[config.mk]
export PLATFORM = sky130hd
export DESIGN_NAME = dshot_rx_bank
export DESIGN_NICKNAME = d
export VERILOG_FILES = /design/src/rtl/dshot_rx_bank.sv
export SDC_FILE = /design/constraint.sdc
export NUM_CORES = 1
export LEC_CHECK = 0
export BUFFER_PORTS_ARGS = -buffer_cell sky130_fd_sc_hd__buf_2
export CAP_MARGIN = 10
export CELL_PAD_IN_SITES_DETAIL_PLACEMENT = 1
export CELL_PAD_IN_SITES_GLOBAL_PLACEMENT = 1
export CORE_ASPECT_RATIO = 0.8
export CORE_MARGIN = 5
export CORE_UTILIZATION = 45
export CTS_BUF_LIST = sky130_fd_sc_hd__clkbuf_4
export CTS_CLUSTER_SIZE = 24
export DETAILED_ROUTE_END_ITERATION = 6
export HOLD_SLACK_MARGIN = 0.15
export PLACE_DENSITY_LB_ADDON = 0.12
export SLEW_MARGIN = 20
export SYNTH_ARGS = -nofsm -noshare
export SYNTH_HDL_FRONTEND = slang
export SYNTH_SLANG_ARGS = --single-unit
[constraint.sdc]
create_clock -name clk -period 2.6 [get_ports clk]
set_input_delay 0.13 -clock clk [delete_from_list [all_inputs] [get_ports clk]]
set_output_delay 0.13 -clock clk [all_outputs]
set_load 0.05 [all_outputs]
[src/rtl/dshot_rx_bank.sv]
// dshot_rx_bank: NUM_CH independent DShot receivers with CRC check,
// command/throttle split, 8-bit speed scaling and no-signal failsafe.
module dshot_rx_bank #(
   parameter int NUM_CH      = 4,
   parameter int CLK_HZ      = 16000000,
   parameter int DSHOT_RATE  = 150000,
   parameter int TIMEOUT_CYC = 1600000
) (
   input  logic                 clk,
   input  logic                 rst_n,
   input  logic [NUM_CH-1:0]    dshot_in,
   output logic [NUM_CH*11-1:0] throttle,
   output logic [NUM_CH-1:0]    telem,
   output logic [NUM_CH*8-1:0]  speed,
   output logic [NUM_CH-1:0]    frame_valid,
   output logic [NUM_CH-1:0]    cmd_valid,
   output logic [NUM_CH-1:0]    frame_err,
   output logic [NUM_CH-1:0]    failsafe
);
   localparam int BIT_CYC = CLK_HZ / DSHOT_RATE;
   localparam int THR_CYC = BIT_CYC / 2;
   localparam int MIN_CYC = BIT_CYC / 8;
   localparam int CW = $clog2(2 * BIT_CYC + 2);
   localparam int TW = $clog2(TIMEOUT_CYC + 1);
   localparam logic [CW-1:0] BIT_LIM = CW'(BIT_CYC);
   localparam logic [CW-1:0] LOW_LIM = CW'(2 * BIT_CYC);
   localparam logic [CW-1:0] THR_LIM = CW'(THR_CYC);
   localparam logic [CW-1:0] MIN_LIM = CW'(MIN_CYC);
   localparam logic [TW-1:0] TO_LIM = TW'(TIMEOUT_CYC);

   typedef enum logic [1:0] {IDLE, HIGH, LOW, CHECK} state_t;

   for (genvar i = 0; i < NUM_CH; i++) begin : g_ch
      logic s1_q, s2_q, prev_q;
      state_t state_q, state_d;
      logic [CW-1:0] cnt_q, cnt_d;
      logic [15:0] sh_q, sh_d;
      logic [4:0] bits_q, bits_d;
      logic [TW-1:0] to_q, to_d;
      logic [10:0] thr_q, thr_d;
      logic [7:0] spd_q, spd_d;
      logic tel_q, tel_d;
      logic fv_q, fv_d;
      logic cmd_q, cmd_d;
      logic err_q, err_d;
      logic fs_q, fs_d;
      logic rise, fall;
      logic [11:0] v;
      logic [10:0] v_thr;
      logic [3:0] crc;

      assign rise  = s2_q & ~prev_q;
      assign fall  = ~s2_q & prev_q;
      assign v     = sh_q[15:4];
      assign v_thr = v[11:1];
      assign crc   = v[3:0] ^ v[7:4] ^ v[11:8];

      always_comb begin
         state_d = state_q;
         cnt_d   = cnt_q;
         sh_d    = sh_q;
         bits_d  = bits_q;
         thr_d   = thr_q;
         tel_d   = tel_q;
         spd_d   = spd_q;
         fs_d    = fs_q;
         fv_d    = 1'b0;
         cmd_d   = 1'b0;
         err_d   = 1'b0;
         to_d    = (to_q == TO_LIM) ? to_q : to_q + TW'(1);
         if (to_d == TO_LIM) begin
            fs_d  = 1'b1;
            thr_d = '0;
            spd_d = '0;
         end
         unique case (state_q)
            IDLE: begin
               if (rise) begin
                  state_d = HIGH;
                  cnt_d   = CW'(1);
                  sh_d    = '0;
                  bits_d  = '0;
               end
            end
            HIGH: begin
               if (fall) begin
                  if (cnt_q < MIN_LIM) begin
                     err_d   = 1'b1;
                     state_d = IDLE;
                  end else begin
                     sh_d    = {sh_q[14:0], cnt_q >= THR_LIM};
                     bits_d  = bits_q + 5'd1;
                     cnt_d   = CW'(1);
                     state_d = (bits_q == 5'd15) ? CHECK : LOW;
                  end
               end else if (cnt_q == BIT_LIM) begin
                  err_d   = 1'b1;
                  state_d = IDLE;
               end else begin
                  cnt_d = cnt_q + CW'(1);
               end
            end
            LOW: begin
               if (rise) begin
                  state_d = HIGH;
                  cnt_d   = CW'(1);
               end else if (cnt_q == LOW_LIM) begin
                  err_d   = 1'b1;
                  state_d = IDLE;
               end else begin
                  cnt_d = cnt_q + CW'(1);
               end
            end
            CHECK: begin
               state_d = IDLE;
               // an accept in the expiry cycle overrides the failsafe
               if (sh_q[3:0] == crc) begin
                  thr_d = v_thr;
                  tel_d = v[0];
                  spd_d = (v_thr > 11'd47) ? 8'((v_thr - 11'd48) >> 3) : 8'd0;
                  fv_d  = 1'b1;
                  cmd_d = (v_thr != 11'd0) && (v_thr <= 11'd47);
                  to_d  = '0;
                  fs_d  = 1'b0;
               end else begin
                  err_d = 1'b1;
               end
            end
         endcase
      end

      always_ff @(posedge clk or negedge rst_n) begin
         if (!rst_n) begin
            s1_q    <= 1'b0;
            s2_q    <= 1'b0;
            prev_q  <= 1'b0;
            state_q <= IDLE;
            cnt_q   <= '0;
            sh_q    <= '0;
            bits_q  <= '0;
            to_q    <= '0;
            thr_q   <= '0;
            tel_q   <= 1'b0;
            spd_q   <= '0;
            fv_q    <= 1'b0;
            cmd_q   <= 1'b0;
            err_q   <= 1'b0;
            fs_q    <= 1'b1;
         end else begin
            s1_q    <= dshot_in[i];
            s2_q    <= s1_q;
            prev_q  <= s2_q;
            state_q <= state_d;
            cnt_q   <= cnt_d;
            sh_q    <= sh_d;
            bits_q  <= bits_d;
            to_q    <= to_d;
            thr_q   <= thr_d;
            tel_q   <= tel_d;
            spd_q   <= spd_d;
            fv_q    <= fv_d;
            cmd_q   <= cmd_d;
            err_q   <= err_d;
            fs_q    <= fs_d;
         end
      end

      assign throttle[11*i +: 11] = thr_q;
      assign speed[8*i +: 8]      = spd_q;
      assign telem[i]             = tel_q;
      assign frame_valid[i]       = fv_q;
      assign cmd_valid[i]         = cmd_q;
      assign frame_err[i]         = err_q;
      assign failsafe[i]          = fs_q;
   end

endmodule

# After elaboration in Yosys (flattened, before gate mapping)
# Cells that the tools add are included.
# op_classes
n_addsub	16
magnitude_cmp	16
n_eq_ne	68
n_mux	188
bitwise	24
n_reduce_logical	36
# ops
cell	n
$mux 8	40
$mux 21	12
$mux 16	12
$eq 21x21->1 const B	8
$mux 11	12
$pmux 16 s2	4
$pmux 8 s3	4
$add 21x1->21 const B	4
$mux 5	12
$ne 3x3->1 const B	20
$mux 1	56
$mux 2	24
$gt 11x6->1 const B	4
$le 11x6->1 const B	4
$reduce_bool 11->1	4
$sub 11x6->11 const B	4
$pmux 5 s2	4
$add 8x1->8 const B	4
$eq 8x7->1 const B	4
$eq 8x8->1 const B	4
$ge 8x6->1 const B	4
$lt 8x4->1 const B	4
$pmux 2 s4	4
$xor 4x4->4	8
other kinds (17)	88
# totals
regBits	316
inputBits	6
out_inout_bits	96
elab_cells	408

# Longest topological paths before layout
# Gate-level depths: netlist of run 1.
# depth
ltp_word	6
depth_mapped	12
mapped_depth_nobuf	9

# Worst setup path before layout of run 1
# OpenSTA, ideal clock, no wires.
# synth_path
path_type	flip-flop to flip-flop
startpoint	register g_ch[0].to_q[0]
endpoint	register g_ch[0].thr_q[1]
setup_time_ps	120
arrival_time_ps	2763
t_required_ps	2480
setup_slack_ps	-282
path_stages_with_launch	13
synth_period_minus_slack_ps	2882
cell_sequence	dfrtp_1 > ha_1 > clkbuf_1 > and4_1 > buf_2 > and3_4 > buf_6 > nand3_1 > xnor2_1 > or4_1 > nor4b_4 > buf_6 > nor3_1
# synth_between
elab_chain_len	6
word_cells_on_any_way	7
cone_classes	add/sub (1); eq/ne (2); mux (4)
# synth_lines
element	line	source
from (decl)	39	logic [TW-1:0] to_q, to_d;
from (signal assigned)	157	to_q <= to_d;
$add 21x1->21 or $eq 21x21->1 (tied branches)	70	to_d = (to_q == TO_LIM) ? to_q : to_q + TW'(1);
$mux 21 (*)	70	
$eq 21x21->1 (*)	71	if (to_d == TO_LIM) begin
$mux 11 (*)	71	
$mux 11	117	if (sh_q[3:0] == crc) begin
$mux 11 (*)	76	unique case (state_q)
via g_ch[0].thr_d[1]	40	logic [10:0] thr_q, thr_d;
to (signal assigned)	158	thr_q <= thr_d;
to (decl)	40	
# The timed path passes the listed nets; every way through them passes the cells marked *.
# A chain may end at the register's enable or synchronous reset.

# Worst setup path in the final report of run 1
# layout_path
startpoint	register g_ch[1].to_q[10]
endpoint	register g_ch[1].spd_q[4]
# layout_between
elab_chain_len	6
word_cells_on_any_way	7
cone_classes	add/sub (1); eq/ne (2); mux (4)
# layout_lines
element	line	source
from (decl)	39	
from (signal assigned)	157	
$add 21x1->21 or $eq 21x21->1 (tied branches)	70	
$mux 21 (*)	70	
$eq 21x21->1 (*)	71	
$mux 8 (*)	71	
$mux 8	117	
$mux 8 (*)	76	
via g_ch[1].spd_d[4]	41	logic [7:0] spd_q, spd_d;
to (signal assigned)	160	spd_q <= spd_d;
to (decl)	41	
# Marks and branches as above.

==> results.sh, run 1 <==
export IMPL_clk_pin_slew_ps=70
export IMPL_core_area_sq_um=38360
export IMPL_dp_cells=2489
export IMPL_grt_pass1_vias=15570
export IMPL_yosysWarningCount=0
export IMPL_finalHoldViolations=0
export IMPL_grt_setup_unrepaired="true"
export IMPL_io_pins=102
export IMPL_synthFlopType="dfrtp_1"
export IMPL_final_cells=2686
export IMPL_synthesis_area_sq_um=17490
export IMPL_grt_max_degree=60
export IMPL_initialDrtViolationCount=763
export IMPL_crit_fanout=7
export IMPL_synthArstFlopShare=1.000
export IMPL_finalNetCount=2197
export IMPL_synth_edf_count=0
export IMPL_grt_usage=0.2193
export IMPL_cellPowerDensity_nw_per_um2=532.3
export IMPL_final_layout_size_suffix_gt1_frac=0.2434
export IMPL_htreeDepth=3
export IMPL_io_buffer_count=101
export IMPL_dieWidth_um=230.4
export IMPL_total_power_mw=11.27
export IMPL_p_leak_nw=9.986
export IMPL_peakVddDrop_mv=0.4410
export IMPL_cts_sinks=316
export IMPL_syn_inst=1884
export IMPL_required_ps=3210
export IMPL_nFillCells=4424
export IMPL_critical_path_class="reg -> reg"
export IMPL_die_y_um=186.3
export IMPL_layout_min_cycle_time_ps=2639
export IMPL_clockRootBuffer="clkbuf_4"
export IMPL_start_util=0.4559
export IMPL_cts_buffers=85
export IMPL_fmax_ghz=0.3790
export IMPL_synth_seq_area_share=0.4525
export IMPL_grt_first_pass_wirelength_mm=80.32
export IMPL_cts_buffer_depth=3
export IMPL_post_route_period_util=1.015
export IMPL_wirelength_mm=49.26
export IMPL_grt_antenna_before_repair=1
export IMPL_drv_cap=0
export IMPL_gp_congestion=0.8501
export IMPL_rows=64
export IMPL_drc=0
export IMPL_ys_ff_latch=316
export IMPL_cp_data_arrival_time_ps=3250
export IMPL_dp_hpwl_mm=33.21
export IMPL_r2r_slack_ps=-40
export IMPL_relSlewSlack=0.4308
export IMPL_ant_nets=0
export IMPL_multi_input_area_sq_um=9274
export IMPL_worst_pin_slew_ps=853.8
export IMPL_cts_tree="done"
export IMPL_setup_viol=9
export IMPL_area_growth_pct=21.05
export IMPL_cp_end_kind="flip-flop"
export IMPL_vias_per_cell=5.574
export IMPL_worstSetupStartpointType="flip-flop"
export IMPL_routedWlPerCell_um=18.34
export IMPL_maxSlewViolCount=0
export IMPL_netlist_cell_type_count=83
export IMPL_setup_ws_ps=-38.58
export IMPL_grt_overflow=0
export IMPL_ff_latch_area_sq_um=7930
export IMPL_syn_avg_cell_area_sq_um=9.282
export IMPL_die_area_sq_um=42930
export IMPL_dp_slack_ps=-110.8
export IMPL_synth_nets=1957
export IMPL_violations="setup timing"
export IMPL_hold_path_class="reg -> reg"
export IMPL_drt_first_pass_iters=5
export IMPL_num_vias=14970
export IMPL_fin_skew_ps=28.85
export IMPL_outcome="complete, but fails checks"
export IMPL_clk_insertion_delay_late_ps=750
==> repair_timing <==
action                                  CTS  global route
hold buffers                             11             0
endpoints found under the setup margin   78           102
hold endpoints to repair                320             0
gates cloned                              1             2
resized for setup                        23           100
pin swaps                                 7            65
buffers inserted                          6            23
==> critical path: stages (launching register included) <==
cell     delay, ps
dfrtp_1        440
nand4_1        180
buf_4          190
nor4_4         160
mux2i_1        250
o21ai_1        120
or4_4          500
or3_4          440
a32o_1         230
==> registers in the layout, summed over array words and instances, names as in the netlist, 8 cells and up <==
register      cells
g_ch.spd_q       32
g_ch.thr_q       44
g_ch.bits_q      20
g_ch.cnt_q       32
g_ch.sh_q        64
g_ch.to_q        84
g_ch.state_q      8
==> placed cells by master, fill, tap and decap left out, types with 8 or more instances in the layout <==
cell type	n
mux2i_1	23
clkinv_1	19
buf_2	100
and3_1	22
nor2_1	220
xor2_1	63
xnor2_1	92
inv_1	56
buf_6	8
nand3_1	71
a32o_1	23
dlygate4sd3_1	10
nor4_4	9
a22o_1	28
or2_2	9
o21ai_0	92
or3_1	8
a31o_4	8
nand2b_1	26
nor2b_1	22
o31ai_1	19
clkbuf_4	129
nor3_1	47
dfrtp_1	298
buf_4	158
nand2_1	205
nand4_1	40
nor4_1	16
and4_1	11
ha_1	62
and2_1	15
a21oi_1	54
dfrtp_2	14
==> final cells by class <==
type,count,area share
diodes,1,0.0001182
clock buffers,129,0.04575
clock inverters,24,0.004669
inverters,63,0.01117
multi-input cells,1374,0.4381
flip-flops and latches,316,0.3746
well taps,495,0.02926
repair buffers,284,0.09634
==> power breakdown <==
group / total (mW) / switching (mW) / internal, mW
combinational: 1.63 / 1.02 / 0.606
sequential: 5.20 / 0.160 / 5.04
clock: 4.44 / 2.17 / 2.27
==> synthesized netlist by cell type, drive strengths merged, types with 7 or more instances <==
cell type,number,area share
mux2i,26,0.015
o21a,7,0.0030
a32o,23,0.013
a21oi,56,0.016
o21ai,93,0.027
xnor2,94,0.047
buf,46,0.017
or2,11,0.0039
clkbuf,85,0.018
inv,61,0.013
a31o,10,0.0050
dfrtp,312,0.45
nor4b,7,0.0047
nand3b,7,0.0030
and3,24,0.0089
xor2,66,0.033
o31ai,19,0.0082
and4,14,0.0070
nand3,78,0.023
or4,8,0.0036
a22o,28,0.014
nor4,27,0.013
ha,67,0.048
nand4,41,0.016
or3,9,0.0032
nand2b,26,0.0093
nor3,56,0.016
and2,17,0.0061
nor2,223,0.048
nor2b,23,0.0082
nand2,206,0.044
==> cells by family after synthesis <==
group | synth area share
buffers and inverters | 0.04865
AO/OA/AOI/OAI | 0.1266
multiplexers | 0.01617
flip-flops | 0.4525
AND/OR/NAND/NOR | 0.2281
adder cells (fa/ha/maj) | 0.04794
XOR/XNOR | 0.08013
==> per-layer routing <==
layer  wire length, um  vias up  global-route usage
li1                  -     7085                   -
met1             24180     7544              0.3250
met2             22310      271              0.3333
met3              1980       73             0.04270
met4               781        0             0.05332
met5                 0        -                   0
==> stage by stage <==
step	instance area [sq um]	setup TNS [ps]	utilization	hold slack, ps
6_report	21170	-187.5	0.5519	346.5
3_3_place_gp	19170	-96.05	0.4998	131.4
4_1_cts	20520	-2.999	0.5351	351.0
2_1_floorplan	17540	-845.1	-	-165.6
3_5_place_dp	19170	-3520	0.4998	140.0
5_1_grt	21170	-5861	0.5519	356.9
==> path summary, 6_finish.rpt <==
check / endpoint / depth (start not counted) / start
worst max-delay path: g_ch[1].spd_q[4] / 8 / g_ch[1].to_q[10]
worst min-delay path: g_ch[1].s2_q / 0 / g_ch[1].s1_q
worst max register to register: g_ch[1].spd_q[4] / 8 / g_ch[1].to_q[10]
worst min register to register: g_ch[1].s2_q / 0 / g_ch[1].s1_q
max in group asynchronous: g_ch[0].spd_q[1] / 5 / rst_n
min in group asynchronous: g_ch[1].fs_q / 3 / rst_n
Note: power is estimated with default switching activity, not from simulation.
==> inputs of run 2 (changes only) <==
--- a/config.mk
+++ b/config.mk
@@ -9,7 +9,7 @@
 export CAP_MARGIN = 10
 export CELL_PAD_IN_SITES_DETAIL_PLACEMENT = 1
 export CELL_PAD_IN_SITES_GLOBAL_PLACEMENT = 1
-export CORE_ASPECT_RATIO = 0.8
+export CORE_ASPECT_RATIO = 2
 export CORE_MARGIN = 5
 export CORE_UTILIZATION = 45
 export CTS_BUF_LIST = sky130_fd_sc_hd__clkbuf_4
==> results.sh, run 2 (synthesis results as in run 1) <==
export IMPL_io_buffer_count=101
export IMPL_required_ps=3240
export IMPL_core_area_sq_um=38540
export IMPL_regMostFlops="g_ch.to_q"
export IMPL_pwr_share_seq=0.466
export IMPL_cp_end_kind="flip-flop"
export IMPL_maxSlewViolCount=0
export IMPL_worstSetupStartpointType="flip-flop"
export IMPL_grt_first_pass_wirelength_mm=83.17
export IMPL_critical_path_class="reg -> reg"
export IMPL_placed_cell_area_sq_um=19310
export IMPL_area_growth_pct=21.67
export IMPL_clk_pin_slew_ps=70
export IMPL_rows=102
export IMPL_cts_buffer_depth=3
export IMPL_drv_cap=0
export IMPL_finalHoldViolations=0
export IMPL_clk_insertion_delay_late_ps=770
export IMPL_dp_hpwl_mm=36.68
export IMPL_outcome="complete, but fails checks"
export IMPL_largest_reg_flops=84
export IMPL_cts_sinks=316
export IMPL_grt_setup_unrepaired="true"
export IMPL_final_cells=2725
export IMPL_violations="setup timing"
export IMPL_reg_top3="g_ch.to_q: 84 flops, g_ch.sh_q: 64 flops, g_ch.thr_q: 44 flops"
export IMPL_cts_tree="done"
export IMPL_cts_buffers=80
export IMPL_die_y_um=288.8
export IMPL_final_layout_size_suffix_gt1_frac=0.2535
export IMPL_fmax_ghz=0.3663
export IMPL_fin_skew_ps=46.08
export IMPL_drt_first_pass_iters=4
export IMPL_cellPowerDensity_nw_per_um2=525.0
export IMPL_die_area_sq_um=43140
export IMPL_setup_ws_ps=-129.9
export IMPL_peakVddDrop_mv=0.3588
export IMPL_dp_slack_ps=-217.7
export IMPL_relSlewSlack=0.4634
export IMPL_p_switching_mw=3.341
export IMPL_final_area_sq_um=21280
export IMPL_grt_max_degree=64
export IMPL_htreeDepth=3
export IMPL_clkPwrFrac=0.388
export IMPL_p_leak_nw=10.00
export IMPL_routedWlPerCell_um=19.12
export IMPL_wirelength_mm=52.11
export IMPL_p_comb_frac=0.146
export IMPL_worst_pin_slew_ps=805.0
export IMPL_clockRootBuffer="clkbuf_4"
export IMPL_internal_power_mw=7.830
export IMPL_start_util=0.4537
export IMPL_drc=0
export IMPL_num_vias=15180
export IMPL_dieWidth_um=149.4
export IMPL_swShare=0.2991
export IMPL_vias_per_cell=5.571
export IMPL_layout_min_cycle_time_ps=2730
export IMPL_dp_cells=2530
export IMPL_gp_congestion=0.8954
export IMPL_grt_antenna_before_repair=2
export IMPL_io_pins=102
export IMPL_crit_fanout=6
export IMPL_most_common_layout_cells="289 x dfrtp_1, 218 x nor2_1, 205 x nand2_1"
export IMPL_setup_viol=45
export IMPL_grt_overflow=0
export IMPL_initialDrtViolationCount=456
export IMPL_grt_usage=0.2376
export IMPL_final_common_cell="dfrtp_1"
export IMPL_post_route_period_util=1.050
export IMPL_grt_pass1_vias=16860
export IMPL_ant_nets=0
export IMPL_hold_path_class="reg -> reg"
export IMPL_cp_data_arrival_time_ps=3370
export IMPL_finalNetCount=2218
[run 2: changes by cell type in the layout (fill, tap and decap cells not counted), moves of 8 or more]
cell,delta
buf_4,+23
clkbuf_4,-17
dfrtp_1,-9
dfrtp_2,+9
a31o_2,+8
a31o_4,-8
[run 2: metrics by stage]
step / util / power (mW) / TNS (ps) / hold WS [ps]
6_report: 0.5521 / 11.17 / -2432 / 349.7
5_1_grt: 0.5521 / 11.88 / -8699 / 364.7
2_1_floorplan: - / 6.320 / -845.1 / -165.6
4_1_cts: 0.5353 / 11.36 / -116.9 / 352.5
3_3_place_gp: 0.5010 / 6.826 / -1138 / 122.1
3_5_place_dp: 0.5010 / 6.899 / -2678 / 122.7
[run 2: final cells by class]
cell class | instances | area (sq um)
well taps | 520 | 650.6
inverters | 63 | 236.5
repair buffers | 309 | 2223
multi-input cells | 1375 | 9218
clock inverters | 26 | 157.7
clock buffers | 112 | 840.8
diodes | 4 | 10.01
fillers | 4506 | 17260
flip-flops and latches | 316 | 7941
[run 2: final timing paths]
kind / startpoint / to / slack (ps) / depth (start not counted)
setup / recovery: g_ch[2].to_q[0] / g_ch[2].thr_q[5] / -130 / 11
hold / removal: g_ch[2].s1_q / g_ch[2].s2_q / 350 / 0
setup reg to reg: g_ch[2].to_q[0] / g_ch[2].thr_q[5] / -130 / 11
hold reg to reg: g_ch[2].s1_q / g_ch[2].s2_q / 350 / 0
max in group asynchronous: rst_n / g_ch[2].to_q[3] / 1620 / 4
min in group asynchronous: rst_n / g_ch[3].spd_q[3] / 620 / 4
[run 2: worst max-delay path, cell delays in order (launching register included)]
cell      delay [ps]
dfrtp_2          440
inv_1             80
ha_1             140
nor4bb_1         300
nand4_1          230
nor4_4           220
mux2i_1          320
nand3_2          140
nor4b_4          340
buf_4            180
buf_8            140
a211oi_2          40
[run 2: power groups by stage]
stage | logic (mW) | clock network, mW | registers [mW]
after CTS | 1.64 | 4.52 | 5.20
final | 1.63 | 4.33 | 5.20
after detailed placement | 1.60 | 0 | 5.30
after global placement | 1.53 | 0 | 5.29
after floorplan | 1.08 | 0 | 5.24
after global routing | 1.87 | 4.79 | 5.23
[run 2: what timing repair did]
action | CTS | global route
endpoints found under the setup margin | 44 | 104
buffers inserted | 15 | 25
resized for setup | 21 | 108
hold buffers | 11 | 0
cloned | 0 | 3
pin swaps | 5 | 37
endpoints found under the hold margin | 320 | 0
[run 2: metal layers]
metal  global-route usage  vias to the layer above  wire (um)
met5                    0                        -          0
met3              0.03784                      162       1597
met4               0.1274                        0       2528
li1                     -                     7122          -
met2               0.4735                      304      30030
met1               0.2251                     7593      17950
==> inputs of run 3 (changes only) <==
--- a/config.mk
+++ b/config.mk
@@ -7,7 +7,7 @@
 export LEC_CHECK = 0
 export BUFFER_PORTS_ARGS = -buffer_cell sky130_fd_sc_hd__buf_2
 export CAP_MARGIN = 10
-export CELL_PAD_IN_SITES_DETAIL_PLACEMENT = 1
+export CELL_PAD_IN_SITES_DETAIL_PLACEMENT = 0
 export CELL_PAD_IN_SITES_GLOBAL_PLACEMENT = 1
 export CORE_ASPECT_RATIO = 2
 export CORE_MARGIN = 5
==> results.sh, run 3 (synthesis results as in run 1) <==
export IMPL_outcome="complete, but fails checks"
export IMPL_violations="setup timing"
export IMPL_cp_data_arrival_time_ps=3270
export IMPL_worstSetupStartpointType="flip-flop"
export IMPL_io_pins=102
export IMPL_area_growth_pct=19.66
export IMPL_grt_setup_unrepaired="true"
export IMPL_wirelength_mm=46.44
export IMPL_final_core_util=0.5429
export IMPL_pwr_share_seq=0.475
export IMPL_hold_path_startpoint="g_ch[0].s1_q"
export IMPL_total_power_mw=10.95
export IMPL_setup_ws_ps=-25.67
export IMPL_crit_fanout=7
export IMPL_ant_nets=0
export IMPL_layout_min_cycle_time_ps=2626
export IMPL_clkPwrFrac=0.382
export IMPL_start_util=0.4537
export IMPL_cellPowerDensity_nw_per_um2=523.3
export IMPL_final_common_cell="dfrtp_1"
export IMPL_swShare=0.2954
export IMPL_dp_hpwl_mm=33.18
export IMPL_routedWlPerCell_um=17.21
export IMPL_critical_path_class="reg -> reg"
export IMPL_clk_pin_slew_ps=70
export IMPL_r2r_start="g_ch[1].to_q[12]"
export IMPL_internal_power_mw=7.717
export IMPL_gp_congestion=0.8954
export IMPL_reg_top3="g_ch.to_q: 84 flops, g_ch.sh_q: 64 flops, g_ch.thr_q: 44 flops"
export IMPL_vias_per_cell=5.432
export IMPL_grt_pass1_vias=15280
export IMPL_largest_reg_flops=84
export IMPL_maxSlewViolCount=0
export IMPL_final_cells=2699
export IMPL_required_ps=3240
export IMPL_dieWidth_um=149.4
export IMPL_finalHoldViolations=0
export IMPL_num_vias=14660
export IMPL_cts_buffers=77
export IMPL_io_buffer_count=101
export IMPL_p_comb_frac=0.143
export IMPL_rows=102
export IMPL_cts_buffer_depth=3
export IMPL_dp_cells=2530
export IMPL_worst_pin_slew_ps=779.3
export IMPL_critPathLaunch="g_ch[1].to_q[12]"
export IMPL_relSlewSlack=0.4805
export IMPL_post_route_period_util=1.010
export IMPL_finalNetCount=2186
export IMPL_grt_first_pass_wirelength_mm=76.36
export IMPL_drc=0
export IMPL_grt_usage=0.2174
export IMPL_gr_max_usage_layer="met2"
export IMPL_grt_overflow=0
export IMPL_drv_cap=0
export IMPL_fin_skew_ps=38.90
export IMPL_use_met3=0.03596
export IMPL_core_area_sq_um=38540
export IMPL_p_leak_nw=9.857
export IMPL_clockRootBuffer="clkbuf_4"
export IMPL_grt_max_degree=64
export IMPL_drt_first_pass_iters=5
export IMPL_met1_usage=0.2150
export IMPL_cts_sinks=316
export IMPL_p_switching_mw=3.235
export IMPL_htreeDepth=3
export IMPL_fmax_ghz=0.3809
export IMPL_peakVddDrop_mv=0.4896
export IMPL_cts_tree="done"
export IMPL_most_common_layout_cells="299 x dfrtp_1, 218 x nor2_1, 206 x nand2_1"
export IMPL_cp_end_kind="flip-flop"
export IMPL_die_y_um=288.8
export IMPL_regMostFlops="g_ch.to_q"
export IMPL_clk_insertion_delay_late_ps=760
export IMPL_die_area_sq_um=43140
export IMPL_use_met2=0.4279
export IMPL_grt_antenna_before_repair=2
export IMPL_setup_viol=13
export IMPL_final_layout_size_suffix_gt1_frac=0.2303
export IMPL_initialDrtViolationCount=524
export IMPL_hold_path_class="reg -> reg"
run 3: final timing paths:
path                               endpoint  slack (ps)  depth (start not counted)
hold reg to reg                g_ch[0].s2_q         350                          0
setup reg to reg           g_ch[1].thr_q[6]         -30                          9
min in group asynchronous  g_ch[3].spd_q[3]         600                          4
hold / removal                 g_ch[0].s2_q         350                          0
setup / recovery           g_ch[1].thr_q[6]         -30                          9
max in group asynchronous   g_ch[2].to_q[3]        1620                          4
run 3: worst max-delay path, cell delays in order (launching register included):
cell and delay (ps):
dfrtp_1 370, nand4_1 220, or2_1 330, nor4_2 240, o21ai_1 100, or4_4 500, buf_6 140, nor4_4 360
buf_6 200, a21oi_2 40
run 3: what timing repair did:
action	4_1_cts	5_1_grt
endpoints found under the hold margin	320	0
setup buffers	0	12
hold buffers	11	0
pin swaps	1	36
endpoints found under the setup margin	39	105
cloned	1	0
resized for setup	17	74
run 3: layout make-up:
type	instances	area, sq um
clock inverters	29	141.4
fillers	3686	17620
repair buffers	281	1997
inverters	63	236.5
clock buffers	112	840.8
multi-input cells	1374	9121
flip-flops and latches	316	7929
well taps	520	650.6
diodes	4	10.01
run 3: layer usage:
metal | share of wire | wire length (um) | vias to the layer above
met2 | 0.56 | 26170 | 332
met1 | 0.36 | 16590 | 7121
met4 | 0.040 | 1864 | 0
met5 | 0 | 0 | -
li1 | - | - | 7074
met3 | 0.039 | 1813 | 135
run 3: power groups by stage:
stage	Combinational, mW	Clock (mW)	Sequential, mW
2_1_floorplan	1.08	0	5.24
3_3_place_gp	1.53	0	5.29
3_5_place_dp	1.56	0	5.30
4_1_cts	1.59	4.39	5.20
5_1_grt	1.79	4.64	5.23
6_report	1.57	4.18	5.20
run 3: per-stage QoR:
step / worst slack (ps) / setup TNS (ps) / instance area (sq um) / hold WS [ps]
4_1_cts: 11.33 / 0 / 20500 / 349.8
5_1_grt: -109.4 / -2498 / 20930 / 356.3
2_1_floorplan: -89.87 / -845.1 / 17540 / -165.6
3_5_place_dp: -126.2 / -1616 / 19310 / 123.9
6_report: -25.67 / -196.3 / 20930 / 345.8
3_3_place_gp: -126.8 / -1138 / 19310 / 122.1
